File: src/rtl/fetch_stage.sv
// Instruction-fetch stage with IF/ID pipeline register.
// It owns the PC, handles stall/flush/redirect, and stops fetching on a halt opcode until a redirect.
module fetch_stage #(
    parameter int unsigned       ADDR_W   = 10,
    parameter int unsigned       INST_W   = 16,
    parameter int unsigned       OPC_W    = 6,
    parameter logic [ADDR_W-1:0] RESET_PC = '0,
    parameter logic [INST_W-1:0] NOP_INST = '0,
    parameter logic [OPC_W-1:0]  HALT_OPC = {OPC_W{1'b1}},
    parameter int unsigned       CNT_W    = 16
) (
    input  logic              clk,
    input  logic              reset_n,
    input  logic              stall,
    input  logic              flush,
    input  logic              redirect,
    input  logic [ADDR_W-1:0] redirect_pc,
    output logic [ADDR_W-1:0] iAddress,
    input  logic [INST_W-1:0] oInstruction,
    output logic [INST_W-1:0] id_inst,
    output logic [ADDR_W-1:0] id_pc,
    output logic              id_valid,
    output logic              halted,
    output logic [CNT_W-1:0]  fetch_count
);

    typedef enum logic [1:0] {
        ST_BOOT   = 2'd0,
        ST_RUN    = 2'd1,
        ST_HALTED = 2'd2
    } state_t;

    state_t            state_q, state_d;
    logic [ADDR_W-1:0] pc_q, pc_d;
    logic [INST_W-1:0] id_inst_d;
    logic [ADDR_W-1:0] id_pc_d;
    logic              id_valid_d;
    logic              halted_d;
    logic [CNT_W-1:0]  fetch_count_d;
    logic [OPC_W-1:0]  opcode;

    assign opcode   = oInstruction[INST_W-1 -: OPC_W];
    assign iAddress = pc_q;

    // Next-state and IF/ID update; priority in RUN is redirect > flush > stall > fetch.
    always_comb begin
        state_d       = state_q;
        pc_d          = pc_q;
        id_inst_d     = id_inst;
        id_pc_d       = id_pc;
        id_valid_d    = id_valid;
        halted_d      = halted;
        fetch_count_d = fetch_count;
        case (state_q)
            ST_BOOT: begin
                state_d = ST_RUN;
            end
            ST_RUN: begin
                if (redirect) begin
                    pc_d       = redirect_pc;
                    id_valid_d = 1'b0;
                    id_inst_d  = NOP_INST;
                end else if (flush) begin
                    id_valid_d = 1'b0;
                    id_inst_d  = NOP_INST;
                end else if (!stall) begin
                    id_inst_d  = oInstruction;
                    id_pc_d    = pc_q;
                    id_valid_d = 1'b1;
                    if (fetch_count != {CNT_W{1'b1}}) begin
                        fetch_count_d = fetch_count + CNT_W'(1);
                    end
                    // The halt word itself is delivered; the PC parks on its address.
                    if (opcode == HALT_OPC) begin
                        state_d  = ST_HALTED;
                        halted_d = 1'b1;
                    end else begin
                        pc_d = pc_q + ADDR_W'(1);
                    end
                end
            end
            ST_HALTED: begin
                id_valid_d = 1'b0;
                id_inst_d  = NOP_INST;
                if (redirect) begin
                    pc_d     = redirect_pc;
                    halted_d = 1'b0;
                    state_d  = ST_RUN;
                end
            end
            default: begin
                state_d = ST_BOOT;
            end
        endcase
    end

    // State and pipeline registers.
    always_ff @(posedge clk or negedge reset_n) begin
        if (!reset_n) begin
            state_q     <= ST_BOOT;
            pc_q        <= RESET_PC;
            id_inst     <= NOP_INST;
            id_pc       <= '0;
            id_valid    <= 1'b0;
            halted      <= 1'b0;
            fetch_count <= '0;
        end else begin
            state_q     <= state_d;
            pc_q        <= pc_d;
            id_inst     <= id_inst_d;
            id_pc       <= id_pc_d;
            id_valid    <= id_valid_d;
            halted      <= halted_d;
            fetch_count <= fetch_count_d;
        end
    end

endmodule

File: config.mk
export PLATFORM = sky130hd
export DESIGN_NAME = fetch_stage
export DESIGN_NICKNAME = d
export VERILOG_FILES = /design/src/rtl/fetch_stage.sv
export SDC_FILE = /design/constraint.sdc
export NUM_CORES = 1
export LEC_CHECK = 0
export CORE_UTILIZATION = 45
export CTS_CLUSTER_SIZE = 30
export DETAILED_ROUTE_END_ITERATION = 16
export PLACE_DENSITY = 0.78
export SYNTH_ARGS = -nofsm -noshare
export SYNTH_HDL_FRONTEND = slang
export SYNTH_SLANG_ARGS = --single-unit
File: constraint.sdc
create_clock -name clk -period 4 [get_ports clk]
set_input_delay 0.8 -clock clk [delete_from_list [all_inputs] [get_ports clk]]
set_output_delay 0.8 -clock clk [all_outputs]
set_load 0.02 [all_outputs]
Word-level counts from Yosys, hierarchy flattened:

Cells that the tools add are included.

* equal/unequal tests: 13
* add/sub/neg operators: 2
* bitwise logic cells: 3
* muxes and demuxes: 26
* reductions and logical operators: 8

Operator list (number)
* 10-bit two-way mux: 5
* 16-bit two-way mux: 3
* 16-bit case mux with 2 select lines: 1
* 10-bit case mux with 2 select lines: 1
* 16-bit by 1-bit adder with 16-bit output, second input constant: 1
* 16-bit inequality test, second input constant: 1
* 5-bit AND reduction: 3
* 10-bit by 1-bit adder with 10-bit output, second input constant: 1
* 2-bit two-way mux: 5
* 2-bit inequality test, second input constant: 5
* 3-bit inequality test, second input constant: 3
* 1-bit two-way mux: 8
* 6-bit == test, second input constant: 1
* 2-bit case mux with 3 select lines: 1
* 6-bit AND reduction: 1
* 4-bit inequality test, second input constant: 1
* 1-bit case mux with 2 select lines: 2
* 4-bit AND reduction: 1
* 1-bit NOT: 3
* 2-bit by 1-bit == test with 1-bit output, second input constant: 1
* 2-bit == test, second input constant: 1
* 2-bit zero test: 1
* 2-bit AND reduction: 1
* 2-bit nonzero test: 1

* logic and storage cells: 59
* register bits after elaboration: 56
* input bits: 31
* output and inout bits: 54

Logic depth before layout (Yosys ltp):

Gate-level depths: netlist of run 1.

* depth in word-level cells: 6
* gate-level depth with buffers: 8
* mapped depth without buffers: 6

Worst setup path before layout of run 1:

Ideal clock, no wire load.

* path kind: input to register
* start: input flush
* end: register fetch_count[8]
* library setup time: 0.125 ns
* arrival time: 2.276 ns
* data required time: 3.875 ns
* setup slack: 1.600 ns
* stages: 5
* buffers on the path: 1
* cell sequence: or4b_1 > buf_2 > or3_1 > nor2_1 > mux2_2

* cells in the longest elaborated chain, start to end: 2

RTL lines
* from (decl): RTL line 15 `input logic flush,`
* 1-bit NOT (no source line)
* 5-bit AND reduction (no source line)
* to (signal assigned): RTL line 114 `fetch_count <= fetch_count_d;`
* to (decl): RTL line 24 `output logic [CNT_W-1:0] fetch_count`

Every way passes these cells.
A chain may end at the register's enable or synchronous reset.

Worst setup path in the final report of run 1:

Ends and elaborated chain as after synthesis.

==> flow_metrics.env, run 1 <==
export IMPL_status="complete, no violations"
export IMPL_whs_ps=488
export IMPL_critPathMaxStageDelay_ps=880
export IMPL_yosysSeqAreaShare_pct=52.2
export IMPL_cp_required_ps=4200
export IMPL_fillCellCount=459
export IMPL_die_area_um2=6280
export IMPL_cts_buffers=5
export IMPL_num_antenna_cells=0
export IMPL_p_leak_nw=1.65
export IMPL_final_cell_area_um2=3710
export IMPL_row_count=27
export IMPL_multi_input_area_um2=1210
export IMPL_grt_overflow=0
export IMPL_grt_pass1_vias=2195
export IMPL_ant_nets=0
export IMPL_layout_drive_gt1_share_pct=7.83
export IMPL_cts_sinks=56
export IMPL_fin_nets=380
export IMPL_final_setup_tns_ps=0
export IMPL_cp_cell_sequence="clkdlybuf4s50_1 > or4b_1 > or3_1 > nor2_1 > mux2_2"
export IMPL_powerDensity_nw_per_um2=707
export IMPL_critPathKind="in2reg"
export IMPL_slew_headroom_pct=35.7
export IMPL_fmax_ghz=0.337
export IMPL_dp_hpwl_mm=4.78
export IMPL_finalHoldViolCount=0
export IMPL_fin_skew_ps=3.49
export IMPL_h_tree_depth=2
export IMPL_dr_pass1_iters=4
export IMPL_grt_max_degree=44
export IMPL_irDropWorstVdd_uv=497
export IMPL_die_w_um=79.2
export IMPL_worst_pin_slew_ps=964
export IMPL_regArea_um2=1400
export IMPL_worst_path_max_delay_cell="or4b_1"
export IMPL_gp_congestion=0.855
export IMPL_wl_per_cell_um=15.9
export IMPL_placed_area_um2=3620
export IMPL_vias=2391
export IMPL_first_iter_violations=139
export IMPL_path_max_fanout=16
export IMPL_ys_ff_latch=56
export IMPL_async_flop_share_pct=100
export IMPL_finalWirelength_mm=6.62
export IMPL_cts_hold_buf=0
export IMPL_fin_crit_ps=2970
export IMPL_cp_end_kind="flip-flop"
export IMPL_clockBufferDepth=2
export IMPL_path_clk_slew_ps=90
export IMPL_syn_area_per_cell_um2=10.4
export IMPL_hold_path_class="reg2reg"
export IMPL_drc=0
export IMPL_post_cts_buffers=0
export IMPL_ys_types=50
export IMPL_drv_slew=0
export IMPL_start_util_pct=47.6
export IMPL_synth_nets=294
export IMPL_rsz0062_at_grt="no"
export IMPL_cts_root_buffer="clkbuf_8"
export IMPL_timing_critical_path_from_type="input pin"
export IMPL_ys_flop_type="dfrtp_1"
export IMPL_viasPerCell=5.73
export IMPL_synth_edf_count=0
export IMPL_syn_area_um2=2690
export IMPL_yosysWarnings=0
export IMPL_area_growth_syn_to_layout_pct=38.2
export IMPL_cp_arrival_ps=3170
export IMPL_cts_tree="yes"
export IMPL_maxCapViolCount=0
export IMPL_ios=85
export IMPL_grtUsageTotal_pct=22.1
export IMPL_core_um2=5640
export IMPL_grt_pass1_wl_mm=10.7
export IMPL_p_total_mw=2.62
export IMPL_ctsResizeCount=0
export IMPL_postSynthCellCount=258
export IMPL_clk_latency_ps=300
export IMPL_antenna_found_initial=0
export IMPL_io_buffers=84
export IMPL_fp_dieH_um=79.2
export IMPL_setup_viol=0
export IMPL_post_route_period_util_pct=74.3
power by group:
group / leakage (nW) / internal [mW] / switching [mW]
Combinational: 0.883 / 0.641 / 0.712
Sequential: 0.727 / 0.765 / 0.189
Clock: 0.0445 / 0.141 / 0.175
registers in the layout, summed over array words and instances, names as in the netlist:
register     cells
id_inst         16
iAddress        10
id_pc           10
state_q          2
id_valid         1
fetch_count     16
halted           1
synth_stat cells, drive strengths merged, types with 2 or more instances:
master / count / area [um2]
nor4b: 2 / 23.8
and3: 6 / 37.5
xor2: 10 / 87.6
buf: 3 / 12.5
a22o: 16 / 140
a31oi: 2 / 12.5
nand2: 40 / 150
o22ai: 2 / 12.5
nand3: 13 / 65.1
nand4: 7 / 43.8
or2: 2 / 12.5
or3: 2 / 12.5
a211oi: 3 / 22.5
ha: 5 / 62.6
mux2: 4 / 45.0
nor2: 6 / 22.5
nor3: 7 / 35.0
dfrtp: 56 / 1400
a2bb2oi: 3 / 26.3
mux2i: 2 / 20.0
o21ai: 8 / 40.0
nor4: 4 / 52.6
o2bb2a: 4 / 40.0
inv: 6 / 22.5
clkbuf: 9 / 33.8
a21oi: 17 / 85.1
layer usage:
layer	track usage [%]	wire length, um	part of all wire [%]	vias up
li1	-	-	-	1125
met1	30.9	2890	44	1170
met2	34.9	3260	49	89
met3	3.56	391	5.9	7
met4	7.45	74	1.1	0
met5	0	0	0	-
path summary, 6_finish.rpt:
kind | endpoint | slack [ps] | start | cells after the start
min reg2reg | id_pc[1] | 490 | id_pc[1] | 2
min | id_pc[1] | 490 | id_pc[1] | 2
max reg2reg | fetch_count[8] | 1340 | state_q[1] | 6
max | fetch_count[8] | 1030 | flush | 5
max in group asynchronous | iAddress[3] | 2600 | reset_n | 2
min in group asynchronous | fetch_count[15] | 640 | reset_n | 1
per-stage QoR:
stage | utilization [%] | worst slack, ps | std cells
5_1_grt | 65.8 | 977 | 417
4_1_cts | 65.8 | 1050 | 417
6_report | 65.8 | 1030 | 417
2_1_floorplan | - | 1600 | 258
3_5_place_dp | 64.1 | 712 | 409
3_3_place_gp | 64.1 | 776 | 409
critical path, delay by kind of cell:
family,cells,cell delay (ps)
and+or+nand+nor,3,1510
buffers and inverters,1,520
muxes,1,330
area by class of cell:
cell class                      instances  area share [%]
Tap cell                               72            2.43
Inverter                                6           0.607
Clock buffer                            7            2.33
Multi-Input combinational cell        184            32.7
Sequential cell                        56            37.8
Timing Repair Buffer                   91            23.9
Clock inverter                          1           0.202
cells by family after synthesis:
logic type	Yosys count	synth area share, %
simple gates	95	18.7
compound gates	67	18.2
flops	56	52.2
buf+inv	18	2.56
xor+xnor	11	3.59
mux	6	2.42
fa+ha+maj	5	2.33
cells in the final DEF (no fill, tap or decap), drive strengths merged, types with 8 or more instances in the layout:
cell and count:
clkdlybuf4s50 83, dfrtp 56, nand2 40, a21oi 17
a22o 16, nand3 13, xor2 10, o21ai 8
buf 8
Note: power is estimated with default switching activity, not from simulation.
==> inputs of run 2 (changes only) <==
Clock period 4 ns to 3.1 ns, I/O delays scaled along.
==> run 2 against run 1 <==
  * First-iteration DRC count rose by 14%
  * Clock skew rose by 7.1 ps
  * Combinational power rose by 30%
  * Non-clock buffer count rose by 3
  * Die area did not move
  * Worst setup slack got worse by 490 ps
  * Sequential share of layout area fell by 0.37 points
  * Worst hold slack got worse by 97 ps
  * Highest routed layer unchanged
==> flow_metrics.env, run 2 (same netlist as run 1, synthesis figures left out) <==
export IMPL_drc=0
export IMPL_post_route_period_util_pct=82.6
export IMPL_start_util_pct=47.6
export IMPL_post_cts_buffers=0
export IMPL_final_setup_tns_ps=0
export IMPL_cts_buffers=5
export IMPL_cts_hold_buf=0
export IMPL_die_area_um2=6280
export IMPL_setup_viol=0
export IMPL_hold_path_class="in2async"
export IMPL_critPathMaxStageDelay_ps=700
export IMPL_area_growth_syn_to_layout_pct=39.6
export IMPL_cts_sinks=56
export IMPL_irDropWorstVdd_uv=559
export IMPL_cp_cell_sequence="clkdlybuf4s50_1 > or4b_1 > or3_1 > nor2_1 > mux2_2"
export IMPL_ctsResizeCount=0
export IMPL_dr_pass1_iters=4
export IMPL_grt_pass1_vias=2311
export IMPL_fin_crit_ps=2560
export IMPL_worst_path_max_delay_cell="or4b_1"
export IMPL_whs_ps=392
export IMPL_worst_pin_slew_ps=801
export IMPL_num_antenna_cells=0
export IMPL_fillCellCount=467
export IMPL_powerDensity_nw_per_um2=924
export IMPL_grtUsageTotal_pct=23.7
export IMPL_gp_congestion=0.846
export IMPL_wl_per_cell_um=16.3
export IMPL_drv_slew=0
export IMPL_layout_drive_gt1_share_pct=8.62
export IMPL_cp_arrival_ps=2760
export IMPL_grt_overflow=0
export IMPL_status="complete, no violations"
export IMPL_slew_headroom_pct=46.6
export IMPL_maxCapViolCount=0
export IMPL_clk_latency_ps=310
export IMPL_finalHoldViolCount=0
export IMPL_ant_nets=0
export IMPL_finalWirelength_mm=6.83
export IMPL_first_iter_violations=158
export IMPL_vias=2394
export IMPL_core_um2=5640
export IMPL_p_leak_nw=1.68
export IMPL_regArea_um2=1400
export IMPL_multi_input_area_um2=1210
export IMPL_cts_tree="yes"
export IMPL_timing_critical_path_from_type="input pin"
export IMPL_row_count=27
export IMPL_h_tree_depth=2
export IMPL_grt_pass1_wl_mm=11.5
export IMPL_ios=85
export IMPL_fmax_ghz=0.391
export IMPL_path_clk_slew_ps=90
export IMPL_viasPerCell=5.70
export IMPL_fp_dieH_um=79.2
export IMPL_clockBufferDepth=2
export IMPL_final_common_cell="clkdlybuf4s50_1"
export IMPL_cts_root_buffer="clkbuf_8"
export IMPL_fin_nets=383
export IMPL_io_buffers=84
export IMPL_dp_hpwl_mm=5.04
export IMPL_rsz0062_at_grt="no"
export IMPL_top_regs="fetch_count (16), id_inst (16)"
export IMPL_die_w_um=79.2
export IMPL_fin_skew_ps=10.6
export IMPL_antenna_found_initial=0
export IMPL_final_cell_mix="clkdlybuf4s50_1, dfrtp_1, nand2_1, a21oi_1, a22o_1"
export IMPL_cp_required_ps=3300
export IMPL_grt_max_degree=37
export IMPL_path_max_fanout=6
export IMPL_cp_end_kind="flip-flop"
export IMPL_critPathKind="in2reg"
run 2: changes by cell type in the layout (fill, tap and decap cells not counted), sizes merged:
cell      delta
clkinv       +1
buf          +3
bufinv       +1
clkbuf       -1
clkinvlp     -1
run 2: worst max-delay path: cells and delay by family:
family | cells | cell delay, ps
simple gates | 3 | 1260
buf+inv | 1 | 540
mux | 1 | 330
run 2: per-layer routing:
metal	GRT usage (%)	vias up	wire length, um	part of all wire [%]
li1	-	1130	-	-
met1	32.2	1166	3000	44
met2	38.8	86	3370	49
met3	4.02	12	341	5.0
met4	7.09	0	112	1.6
met5	0	-	0	0
run 2: metrics by stage:
stage / util (%) / instances / cell area, um2 / total power [mW] / setup WS [ps]
global placement: 64.5 / 412 / 3640 / 2.96 / 308
finish: 66.4 / 420 / 3750 / 3.46 / 541
floorplan: - / 258 / 2690 / 2.19 / 880
CTS: 66.4 / 420 / 3750 / 3.48 / 543
global route: 66.4 / 420 / 3750 / 3.68 / 452
detailed placement: 64.5 / 412 / 3640 / 3.00 / 213
run 2: worst paths after layout:
check | from | endpoint | slack, ps | cells after the start
worst max-delay path | flush | fetch_count[8] | 540 | 5
worst min-delay path | reset_n | fetch_count[3] | 390 | 1
worst max register to register | state_q[1] | fetch_count[8] | 700 | 6
worst min register to register | id_pc[5] | id_pc[5] | 490 | 2
max in group asynchronous | reset_n | id_pc[7] | 2030 | 2
min in group clk | id_pc[5] | id_pc[5] | 490 | 2
run 2: layout make-up:
type                    count  share of cell area, %
inverters                   6                  0.601
flip-flops and latches     56                   37.4
clock inverters             2                  0.935
well taps                  72                   2.40
multi-input cells         184                   32.4
clock buffers               6                   1.94
repair buffers             94                   24.3
run 2: where the power goes:
part	switching, mW	internal, mW	total, mW
Combinational	0.914	0.832	1.75
Clock	0.237	0.240	0.477
Sequential	0.252	0.987	1.24
==> inputs of run 3 (changes only) <==
Settings changed: CORE_UTILIZATION 45 to 42, PLACE_DENSITY 0.78 to 0.76.
Clock period 3.1 ns to 2.2 ns, I/O delays scaled along.
==> run 3 against run 2 <==
  * Register-to-register slack lost 630 ps
  * Sequential share of layout area shrank 0.87 points
  * Non-clock buffer count grew 10
  * Cell count grew 3.1%
  * Combinational power grew 46%
  * Clock power grew 17%
  * Clock skew shrank 3.9 ps
  * Flip-flop and latch count is the same
  * Clock-buffer cell count grew 2
  * Worst setup slack lost 470 ps
  * Largest power group unchanged
  * Via count shrank 1.4%
==> flow_metrics.env, run 3 (same netlist as run 1, synthesis figures left out) <==
export IMPL_status="complete, no violations"
export IMPL_final_common_cell="clkdlybuf4s50_1"
export IMPL_finalNonFillerCells=433
export IMPL_top_regs="fetch_count (16), id_inst (16)"
export IMPL_worst_pin_slew_ps=481
export IMPL_switching_power_mw=1.94
export IMPL_p_leak_nw=1.73
export IMPL_hold_path_class="in2async"
export IMPL_irDropWorstVdd_uv=816
export IMPL_path_max_fanout=3
export IMPL_cp_required_ps=2390
export IMPL_drc=0
export IMPL_finalWirelength_mm=6.60
export IMPL_clk_latency_ps=300
export IMPL_cts_tree="yes"
export IMPL_powerDensity_nw_per_um2=1260
export IMPL_ant_nets=0
export IMPL_wl_per_cell_um=15.2
export IMPL_fin_nets=393
export IMPL_slew_headroom_pct=67.7
export IMPL_internal_power_mw=2.90
export IMPL_whs_ps=87.5
export IMPL_dp_hpwl_mm=4.96
export IMPL_fin_skew_ps=6.74
export IMPL_fin_util_pct=63.7
export IMPL_reg2reg_depth=6
export IMPL_start_util_pct=44.6
export IMPL_num_antenna_cells=0
export IMPL_row_count=28
export IMPL_clock_power_share_pct=11.6
export IMPL_drv_slew=0
export IMPL_h_tree_depth=2
export IMPL_antenna_found_initial=0
export IMPL_first_iter_violations=150
export IMPL_cts_sinks=56
export IMPL_clockBufferDepth=2
export IMPL_r2r_start="state_q[1]"
export IMPL_dp_cells=425
export IMPL_grt_pass1_vias=2221
export IMPL_post_cts_buffers=0
export IMPL_finalHoldViolCount=0
export IMPL_die_area_um2=6720
export IMPL_layout_drive_gt1_share_pct=12.0
export IMPL_maxCapViolCount=0
export IMPL_fillCellCount=506
export IMPL_fmax_ghz=0.469
export IMPL_post_route_period_util_pct=97.0
export IMPL_crit_start="state_q[1]"
export IMPL_p_total_mw=4.84
export IMPL_timing_critical_path_from_type="flip-flop"
export IMPL_grtUsageTotal_pct=21.1
export IMPL_cp_end_kind="flip-flop"
export IMPL_p_sw_share_pct=40.1
export IMPL_die_w_um=82.0
export IMPL_vias=2361
export IMPL_cts_root_buffer="clkbuf_8"
export IMPL_ios=85
export IMPL_area_growth_syn_to_layout_pct=42.9
export IMPL_grt_max_degree=37
export IMPL_cts_buffers=5
export IMPL_rsz0062_at_grt="no"
export IMPL_setup_viol=0
export IMPL_grt_pass1_wl_mm=10.8
export IMPL_r2r_slack_ps=70
export IMPL_grt_overflow=0
export IMPL_gp_congestion=0.888
export IMPL_fp_dieH_um=82.0
export IMPL_path_clk_slew_ps=90
export IMPL_power_frac_comb_pct=52.7
export IMPL_io_buffers=84
export IMPL_p_seq_share_pct=35.7
export IMPL_dr_pass1_iters=4
export IMPL_viasPerCell=5.45
export IMPL_final_cell_mix="clkdlybuf4s50_1, dfrtp_1, nand2_1, buf_4"
export IMPL_cp_arrival_ps=2320
export IMPL_core_um2=6030
export IMPL_fin_crit_ps=2130
export IMPL_final_setup_tns_ps=0
export IMPL_critPathKind="reg2reg"
## run 3: repair_timing
item | 4_1_cts | 5_1_grt
pin swaps | 0 | 0
resized for setup | 1 | 2
cloned | 0 | 0
hold buffers | 0 | 0
endpoints found under the setup margin | 1 | 2
## run 3: power groups by stage
stage	registers, mW	clock network (mW)	logic, mW
after CTS	1.73	0.589	2.56
final	1.73	0.560	2.55
after floorplan	2.09	0	0.994
after detailed placement	1.75	0	2.55
after global placement	1.74	0	2.51
after global routing	1.78	0.633	2.77
## run 3: per-stage QoR
step                      cell area [um2]  worst slack (ps)
after floorplan                      2690              18.0
after global placement               3730              -283
after detailed placement             3730              -318
after CTS                            3830              46.1
after global routing                 3840              9.94
final                                3840              65.9
## run 3: worst max-delay path: stages, from the launching register on
cell	delay (ps)
dfrtp_1	390
inv_1	80
ha_2	190
or4b_4	510
or3_4	420
nor2_1	110
mux2_2	340
## run 3: layer usage
layer,track usage [%],wire (um),vias to the layer above
met1,30.4,3120,1157
li1,-,-,1147
met4,5.44,33,0
met5,0,0,-
met2,32.3,3160,55
met3,3.89,285,2
## run 3: worst paths after layout
check | endpoint
setup / recovery | fetch_count[8]
hold / removal | id_inst[2]
setup reg to reg | fetch_count[8]
hold reg to reg | id_valid
max in group asynchronous | fetch_count[0]
min in group clk | id_valid
## run 3: final cells by class
cell class | instances | area (um2) | share of cell area [%]
multi-input cells | 184 | 1230 | 32.1
flip-flops and latches | 56 | 1400 | 36.5
repair buffers | 104 | 998 | 26.0
inverters | 6 | 22.5 | 0.587
clock buffers | 8 | 90.1 | 2.35
well taps | 75 | 93.8 | 2.45
==> variant (flow settings as in run 2) <==
The parameter `OPC_W` goes from 6 to 3.
--- a/src/rtl/fetch_stage.sv
+++ b/src/rtl/fetch_stage.sv
@@ -3,7 +3,7 @@
 module fetch_stage #(
     parameter int unsigned       ADDR_W   = 10,
     parameter int unsigned       INST_W   = 16,
-    parameter int unsigned       OPC_W    = 6,
+    parameter int unsigned       OPC_W    = 3,
     parameter logic [ADDR_W-1:0] RESET_PC = '0,
     parameter logic [INST_W-1:0] NOP_INST = '0,
     parameter logic [OPC_W-1:0]  HALT_OPC = {OPC_W{1'b1}},
Check against the original RTL: not equivalent (a bounded check fails within 4 cycles, from zero or initial values and one cycle with reset_n low).
==> variant against run 2 <==
Synthesized cell count shrank 4.3%; register-to-register slack better by 0.27 ns; sequential cell count is the same; power is 0.91% lower; final area is 0.77% lower; area after synthesis decreased by 0.79%; largest power group unchanged; worst setup slack improved by 0.35 ns; routed wire length decreased by 6.1%; sequential share of layout area rose by 0.29 points.
==> variant: results (changes against run 2) <==
- Most instantiated cells after synthesis: dfrtp_1 (56), nand2_1 (42), a22o_1 (16), a21oi_1 (11), xor2_1 (10)
- Worst reg2reg endpoint: fetch_count[1]
- Number of multi-input logic gates: 176 (-4.3%)
- Count of filler cells inserted in the layout: 466 (-0.21%)
- WL met3: 290 um (-15%)
- Main area contributors after synthesis: dfrtp_1 (53%), nand2_1 (5.9%), a22o_1 (5.3%)
- Seq/total area: 37.7% (+0.29 points)
- Lkg Pwr: 1.66 nW (-1.4%)
- Dpl cell area: 3600 um2 (-1.2%)
- Vias in the first global route: 2,159 (-6.6%)
- Met2 wire length: 3130 um (-7.3%)
- Syn nets: 283 (-3.7%)
- Signal buffers: 91 (-3.2%)
- Clock Skew: 0.00637 ns (-0.00427 ns)
- First-pass GRT wire length: 10,500 um (-8.1%)
- Syn-to-layout area delta: 39.6% (about the same)
- Cell Int Power: 2.04 mW (-0.78%)
- Peak VDD IR: 0.532 mV (-4.9%)
- Largest net degree at the start of global routing: 57 (+54%)
- Grt met1 use: 29.4% (-2.8 points)
- M2 GR Usage: 35.8% (-3.0 points)
- GRT Resource Usage Total: 21.7% (-2.0 points)
- Layout cells sized above 1: 8.31% (-0.31 points)
- Met3 Resource Use GR: 3.22% (-0.80 points)
- Synth Cell Area: 2660 um2 (-0.79%)
- Count of flip-flops and latches: 56 (unchanged)
- WP data arrival: 2.42 ns (-0.34 ns)
- Outcome: finished, final reports clean
- Met1 wire length: 2890 um (-3.7%)
- Detailed Place HPWL: 4720 um (-6.4%)
- Placed cell count: 401 (-2.7%)
- Nets: 372 (-2.9%)
variant: changes by cell type after synthesis, moves of 3 or more:
cell	delta
a21oi_1	-6
nand3_1	-5
clkbuf_1	-4
nor3_1	-4
o2bb2a_1	-4
and3_1	-3
and4_1	+3
nor2_1	+3
nor2b_1	+3
nor4_1	+3
variant: cells by family after synthesis:
group                      count (synthesis)  share of synthesized area, %
and+or+nand+nor                           97                          20.5
AOI/OAI and AO/OA                         60                          17.1
DFF                                       56                          52.6
buffers and inverters                     15                          2.54
xor gates and xnor gates                  11                          3.62
adders and majority gates                  5                          2.35
muxes                                      3                          1.22
variant: power groups by stage:
stage	Clock [mW]	Combinational [mW]	Sequential, mW
finish	0.507	1.70	1.23
CTS	0.513	1.70	1.23
floorplan	0	0.660	1.49
global placement	0	1.67	1.23
detailed placement	0	1.69	1.24
global route	0.543	1.83	1.26
variant: critical path, stage by stage:
cell	delay [ns]
clkdlybuf4s50_1	0.54
or4b_1	0.69
a21oi_2	0.22
mux2_2	0.35
